File: src/rtl/alu_result_uart_tx.sv
// Serialises each captured ALU step as a two-byte 8N1 UART frame: {HDR_TAG, op} then result.
// A one-entry pending buffer holds a step that arrives while a frame is in flight.
`timescale 1ns/1ps

// state   | meaning
// IDLE    | line high, waiting for a step
// START   | sending start bit of the current byte
// DATA    | sending data bits, LSB first (bit_idx)
// STOP    | sending stop bit; byte_sel=1 marks the end of the frame
module alu_result_uart_tx #(
  parameter int unsigned CLKS_PER_BIT = 868,
  parameter logic [4:0]  HDR_TAG      = 5'b10100
) (
  input  logic       clk,
  input  logic       rst_n,
  input  logic       step_valid,
  input  logic [2:0] op,
  input  logic [7:0] result,
  output logic       tx,
  output logic       busy,
  output logic       overrun
);

  typedef enum logic [1:0] {S_IDLE, S_START, S_DATA, S_STOP} state_e;

  localparam logic [15:0] BAUD_LAST = 16'(CLKS_PER_BIT - 1);

  state_e      state_q, state_d;
  logic [15:0] baud_q, baud_d;
  logic [2:0]  bit_idx_q, bit_idx_d;
  logic        byte_sel_q, byte_sel_d;
  logic [2:0]  cur_op_q, cur_op_d;
  logic [7:0]  cur_res_q, cur_res_d;
  logic        pend_full_q, pend_full_d;
  logic [2:0]  pend_op_q, pend_op_d;
  logic [7:0]  pend_res_q, pend_res_d;
  logic        overrun_q, overrun_d;
  logic        tx_q, tx_d;
  logic        busy_q, busy_d;

  logic        bit_done;
  logic        frame_end;
  logic [7:0]  cur_byte;

  assign bit_done  = (baud_q == BAUD_LAST);
  assign frame_end = (state_q == S_STOP) && bit_done && byte_sel_q;
  assign cur_byte  = byte_sel_q ? cur_res_q : {HDR_TAG, cur_op_q};

  always_ff @(posedge clk or negedge rst_n) begin
    if (!rst_n) begin
      state_q     <= S_IDLE;
      baud_q      <= '0;
      bit_idx_q   <= '0;
      byte_sel_q  <= 1'b0;
      cur_op_q    <= '0;
      cur_res_q   <= '0;
      pend_full_q <= 1'b0;
      pend_op_q   <= '0;
      pend_res_q  <= '0;
      overrun_q   <= 1'b0;
      tx_q        <= 1'b1;
      busy_q      <= 1'b0;
    end else begin
      state_q     <= state_d;
      baud_q      <= baud_d;
      bit_idx_q   <= bit_idx_d;
      byte_sel_q  <= byte_sel_d;
      cur_op_q    <= cur_op_d;
      cur_res_q   <= cur_res_d;
      pend_full_q <= pend_full_d;
      pend_op_q   <= pend_op_d;
      pend_res_q  <= pend_res_d;
      overrun_q   <= overrun_d;
      tx_q        <= tx_d;
      busy_q      <= busy_d;
    end
  end

  always_comb begin
    state_d     = state_q;
    baud_d      = baud_q;
    bit_idx_d   = bit_idx_q;
    byte_sel_d  = byte_sel_q;
    cur_op_d    = cur_op_q;
    cur_res_d   = cur_res_q;
    pend_full_d = pend_full_q;
    pend_op_d   = pend_op_q;
    pend_res_d  = pend_res_q;
    overrun_d   = overrun_q;

    case (state_q)
      S_IDLE: begin
        if (step_valid) begin
          state_d    = S_START;
          cur_op_d   = op;
          cur_res_d  = result;
          baud_d     = '0;
          bit_idx_d  = '0;
          byte_sel_d = 1'b0;
        end
      end
      S_START: begin
        if (bit_done) begin
          state_d   = S_DATA;
          baud_d    = '0;
          bit_idx_d = '0;
        end else begin
          baud_d = baud_q + 16'd1;
        end
      end
      S_DATA: begin
        if (bit_done) begin
          baud_d = '0;
          if (bit_idx_q == 3'd7) state_d = S_STOP;
          else                   bit_idx_d = bit_idx_q + 3'd1;
        end else begin
          baud_d = baud_q + 16'd1;
        end
      end
      S_STOP: begin
        if (bit_done) begin
          baud_d    = '0;
          bit_idx_d = '0;
          if (!byte_sel_q) begin
            byte_sel_d = 1'b1;
            state_d    = S_START;
          end else if (pend_full_q) begin
            // Frame end with a queued step: start it with no idle bit.
            byte_sel_d  = 1'b0;
            state_d     = S_START;
            cur_op_d    = pend_op_q;
            cur_res_d   = pend_res_q;
            pend_full_d = 1'b0;
          end else if (step_valid) begin
            byte_sel_d = 1'b0;
            state_d    = S_START;
            cur_op_d   = op;
            cur_res_d  = result;
          end else begin
            byte_sel_d = 1'b0;
            state_d    = S_IDLE;
          end
        end else begin
          baud_d = baud_q + 16'd1;
        end
      end
      default: state_d = S_IDLE;
    endcase

    // A step at frame end with an empty buffer goes straight to the shifter above.
    if (step_valid && (state_q != S_IDLE) && !(frame_end && !pend_full_q)) begin
      if (pend_full_q && !frame_end) overrun_d = 1'b1;
      pend_full_d = 1'b1;
      pend_op_d   = op;
      pend_res_d  = result;
    end
  end

  always_comb begin
    tx_d = 1'b1;
    case (state_q)
      S_IDLE:  tx_d = 1'b1;
      S_START: tx_d = 1'b0;
      S_DATA:  tx_d = cur_byte[bit_idx_q];
      S_STOP:  tx_d = 1'b1;
      default: tx_d = 1'b1;
    endcase
    busy_d = (state_q != S_IDLE) || pend_full_q;
  end

  assign tx      = tx_q;
  assign busy    = busy_q;
  assign overrun = overrun_q;

endmodule

File: config.mk
export PLATFORM = sky130hd
export DESIGN_NAME = alu_result_uart_tx
export DESIGN_NICKNAME = d
export VERILOG_FILES = /design/src/rtl/alu_result_uart_tx.sv
export SDC_FILE = /design/constraint.sdc
export NUM_CORES = 1
export LEC_CHECK = 0
export BUFFER_PORTS_ARGS = -buffer_cell sky130_fd_sc_hd__buf_2
export CAP_MARGIN = 20
export CORE_UTILIZATION = 55
export DETAILED_ROUTE_END_ITERATION = 7
export PLACE_DENSITY = 0.73
export SYNTH_ARGS = -nofsm -noshare
export SYNTH_HDL_FRONTEND = slang
export SYNTH_SLANG_ARGS = --single-unit
File: constraint.sdc
create_clock -name clk -period 4.7 [get_ports clk]
set_input_delay 0 -clock clk [delete_from_list [all_inputs] [get_ports clk]]
set_output_delay 0 -clock clk [all_outputs]
set_load 0.02 [all_outputs]
== After elaboration in Yosys (flattened, before gate mapping) ==
Index checks and enable logic that the tools add are counted.
W data, S select, Z words.

* Add/sub/neg operators: 2
* Order comparisons: 1
* Equal/unequal tests: 13
* Muxes and demuxes: 39
* Reduce and logical (&&, ||, !) cells: 25

{| class="wikitable"
|+ Operators by type and width
! cell !! number
|-
| $mux W8 || 5
|-
| $mux W16 || 2
|-
| $pmux W16 S2 || 1
|-
| $mux W3 || 8
|-
| $add A16 B1 Y16 const B || 1
|-
| $eq A16 B10 Y1 const B || 1
|-
| $pmux W8 S2 || 1
|-
| $ne A2 B2 Y1 const B || 7
|-
| $mux W1 || 11
|-
| $mux W2 || 5
|-
| $reduce_bool A2 Y1 || 5
|-
| $pmux W3 S3 || 1
|-
| $reduce_and A3 Y1 || 3
|-
| $pmux W2 S4 || 1
|-
| $logic_and A1 B1 Y1 || 6
|-
| $pmux W3 S2 || 1
|-
| $reduce_and A5 Y1 || 1
|-
| $eq A2 B2 Y1 const B || 2
|-
| $lt A3 B4 Y1 const B || 1
|-
| $reduce_and A4 Y1 || 1
|-
| $reduce_or A2 Y1 || 2
|-
| $add A3 B1 Y3 const B || 1
|-
| $bmux W1 S3 || 1
|-
| $eq A3 B3 Y1 const B || 1
|-
| other kinds (9) || 11
|}

* Bits in registers: 48
* Input bits: 14
* Output and inout port bits: 3

== Longest topological paths before layout ==
* Depth after elaboration: 8
* Gate-level depth with buffers: 8

== Least setup slack after synthesis ==
OpenSTA, ideal clock, no wires.

* Kind: reg2reg
* From: register baud_q[12]
* To: register pend_op_q[0]
* Library setup time: 125 ps
* Data arrival time: 1,953 ps
* Setup slack: 2,621 ps
* Stages on the path, launching flop included: 7
* Path buffers: 1
* Path through: dfrtp_1 -> or4_4 -> nor4_4 -> nand3_1 -> o21a_1 -> buf_6 -> mux2_4

* Word-level cells in the longest chain between the ends: 6

{| class="wikitable"
|+ Ends and longest elaborated chain
! what !! line !! text
|-
| start, declared || 29 || <nowiki>logic [15:0] baud_q, baud_d;</nowiki>
|-
| start signal, assigned || 65 || <nowiki>baud_q <= baud_d;</nowiki>
|-
| $eq A16 B10 Y1 || 45 || <nowiki>assign bit_done = (baud_q == BAUD_LAST);</nowiki>
|-
| $logic_and A1 B1 Y1 (2 in series) || 46 || <nowiki>assign frame_end = (state_q == S_STOP) && bit_done && byte_sel_q;</nowiki>
|-
| $logic_and A1 B1 Y1 || 151 || <nowiki>if (step_valid && (state_q != S_IDLE) && !(frame_end && !pend_full_q)) begin</nowiki>
|-
| $logic_not A1 Y1 || 151 ||
|-
| $logic_and A1 B1 Y1 || 151 ||
|-
| end signal, assigned || 71 || <nowiki>pend_op_q <= pend_op_d;</nowiki>
|-
| end, declared || 35 || <nowiki>logic [2:0] pend_op_q, pend_op_d;</nowiki>
|}

Every way passes these cells.
A chain may end at the register's enable or synchronous reset.

== Worst setup path in the final report ==
* From: register baud_q[12]
* To: register cur_res_q[5]

* Word-level cells in the longest chain between the ends: 3

{| class="wikitable"
|+ Ends and longest elaborated chain
! what !! line !! text
|-
| $eq A16 B10 Y1 || 45 ||
|-
| $ne A2 B2 Y1 (no source line) || n/a ||
|-
| $reduce_and A3 Y1 (no source line) || n/a ||
|-
| end signal, assigned || 69 || <nowiki>cur_res_q <= cur_res_d;</nowiki>
|-
| end, declared || 33 || <nowiki>logic [7:0] cur_res_q, cur_res_d;</nowiki>
|}

Every way passes these cells.

==> out/qor.yml <==
final_layout:
  nets: 309
  n_fill_cell: 354
  seqCellArea_um2: 1202
  final_cell_mix: "dfrtp_1, o21ai_0, nand2_1"
  final_layout_size_suffix_gt1_share_pct: 15.63
  diodes: 0
  multiInputGateArea_um2: 1311
  layout_commonest_cell: "dfrtp_1"
  finalInstanceArea_um2: 2928
  final_util_pct: 65.88
  syn2layout_area_growth_pct: 12.50
die:
  io_pins: 17
  die_x_um: 70.79
  die_height_um: 70.79
  start_util_pct: 58.56
  row_count: 24
  die-area_um2: 5011
  core_um2: 4444
yosys:
  syn_area_um2: 2602
  synthMuxAreaShare_pct: 12.55
  async_flop_share_pct: 100.0
  synth_top_family_by_area: "simple AND/OR/NAND/NOR gates"
  synth_compound_area_share_pct: 13.65
  synth_adder_area_share_pct: 4.231
  synth-simple-area-share_pct: 16.92
  seq_area_frac_synth_pct: 46.20
  synthTopCellsByArea: "dfrtp_1, o21ai_0, mux2_4, mux2i_1, nand2_1"
  synth_warnings: 0
  synthFlopType: "dfrtp_1"
  synth_area_leader_cell: "dfrtp_1"
  syn-num-nets: 286
  ys_seq_elements: 48
  synth.distinct_cells: 45
  synth_edf_count: 0
  synthCells: 264
  synth_top_area_share_pct: 45.19
  synth_xor_area_share_pct: 3.029
  syn_area_per_cell_um2: 9.858
grt:
  antenna_found_initial: 0
  grt_pass1_wl_um: 9135
  gr-usage-all-layers_pct: 23.25
  grt_pass1_vias: 1982
  grt_max_degree: 49
  grt_remaining_overflow: 0
clock_tree:
  clock_latency_ns: 0.31
  clk_pin_slew_ns: 0.09
  clk_path_buf_depth: 2
  cts-root-buf: "clkbuf_8"
  htreeDepth: 2
  cts_tree: "done"
  postCtsResizedCells: 0
  cts_made_buffers: 5
  cts_num_sinks: 48
sta:
  fin_worst_skew_ns: 0.009265
  setup_tns_ns: 0
  rsz0062_at_grt: "no"
  slew_headroom_pct: 46.00
  whs_ns: 0.3020
  final_max_slew_viol_count: 0
  hold_viol_final: 0
  setup_viol: 0
  min_period_ns: 2.721
  max_freq_mhz: 367.5
  post-route-period-util_pct: 57.90
  tightest_slew_ns: 0.8083
critical_path:
  cp.arrival_ns: 2.94
  crit_fanout: 12
  reg2reg_from: "baud_q[12]"
  path_class: "flop to flop"
  startpoint_type: "flop"
  worstSetupEndpointType: "flop"
  worstSetupStartpoint: "baud_q[12]"
  worstPathRequired_ns: 4.92
placed_design:
  place.gp.congestion: 0.8257
  io_buffers: 16
  place_hpwl_um: 3409
  place_area_um2: 2696
routing:
  drc: 0
  wl_per_cell_um: 15.20
  via_per_inst: 5.688
  vias: 1934
  dr.pass1.iters: 6
  dr.first_iter.drc_count: 64
  finalWirelength_um: 5168
  ant_nets: 0
power:
  p_total_uw: 781.9
  powerDensity_nw_per_um2: 267.1
  peakVddDrop_uv: 211.3
  p_leak_uw: 0.001230
worst_hold_path:
  min_path_type: "primary input to asynchronous set/reset pin"
run:
  cap_violations: 0
run_status:
  outcome: "completed"
## report_power, final
part	switching (µW)	internal, µW	total, µW
combinational	23.7	30.8	54.5
sequential	4.72	422	427
clock	143	157	301
## critical path, cell delays in order, from the launching register on
cell and delay [ns]:
dfrtp_1 0.42, or4_4 0.56, nor4_4 0.56, a21oi_1 0.37
or2_0 0.47, o21ai_0 0.26
## final timing paths
check	end	slack [ns]	cells after the start
worst max register to register	cur_res_q[5]	1.98	5
min in group clk	cur_res_q[1]	0.34	5
max in group asynchronous	cur_res_q[5]	3.97	3
worst min-delay path	busy	0.30	3
worst max-delay path	cur_res_q[5]	1.98	5
worst min register to register	overrun	0.47	1
## repair_timing
item,CTS,global route
endpoints found under the hold margin,58,0
endpoints found under the setup margin,0,0
hold buffers,12,0
buffers inserted,0,0
## cell usage after synthesis, types with 6 or more instances
| cell type | count |
|---|---|
| dfrtp_1 | 47 |
| mux2_4 | 10 |
| nor2_1 | 17 |
| ha_1 | 8 |
| a21oi_1 | 6 |
| inv_1 | 8 |
| nor3_1 | 6 |
| nand2_1 | 31 |
| xnor2_1 | 6 |
| clkbuf_1 | 8 |
| o21ai_0 | 45 |
| nand3_1 | 10 |
| mux2i_1 | 12 |
## cell type report
cell class | instances | area share [%]
flip-flops and latches | 48 | 41.07
inverters | 8 | 1.026
repair buffers | 29 | 7.094
clock inverters | 3 | 1.453
multi-input cells | 195 | 44.79
clock buffers | 5 | 2.350
well taps | 52 | 2.222
## metal layers
metal	share of wire (%)	GRT usage, %	up-vias
met5	0	0	-
met4	1.4	7.333	0
met3	2.8	4.701	6
met2	49	39.53	31
met1	47	30.08	920
li1	-	-	977
## through the flow
stage / worst slack [ns] / instances
after detailed placement: 1.973 / 320
final: 1.979 / 340
after floorplan: 2.621 / 264
after CTS: 1.951 / 340
after global placement: 2.061 / 320
after global routing: 1.717 / 340
## flip-flops by register name, summed over array words and instances, names as in the netlist
signal       count
baud_q          16
state_q          2
overrun          1
tx               1
cur_res_q        8
byte_sel_q       1
bit_idx_q        3
cur_op_q         3
busy             1
pend_op_q        3
pend_full_q      1
pend_res_q       8
## cell families after synthesis
logic type | after synthesis
compound gates | 64
fa+ha+maj | 9
flops | 48
simple gates | 87
mux | 26
xor+xnor | 9
buf+inv | 21
(Power assumes the default switching activity.)
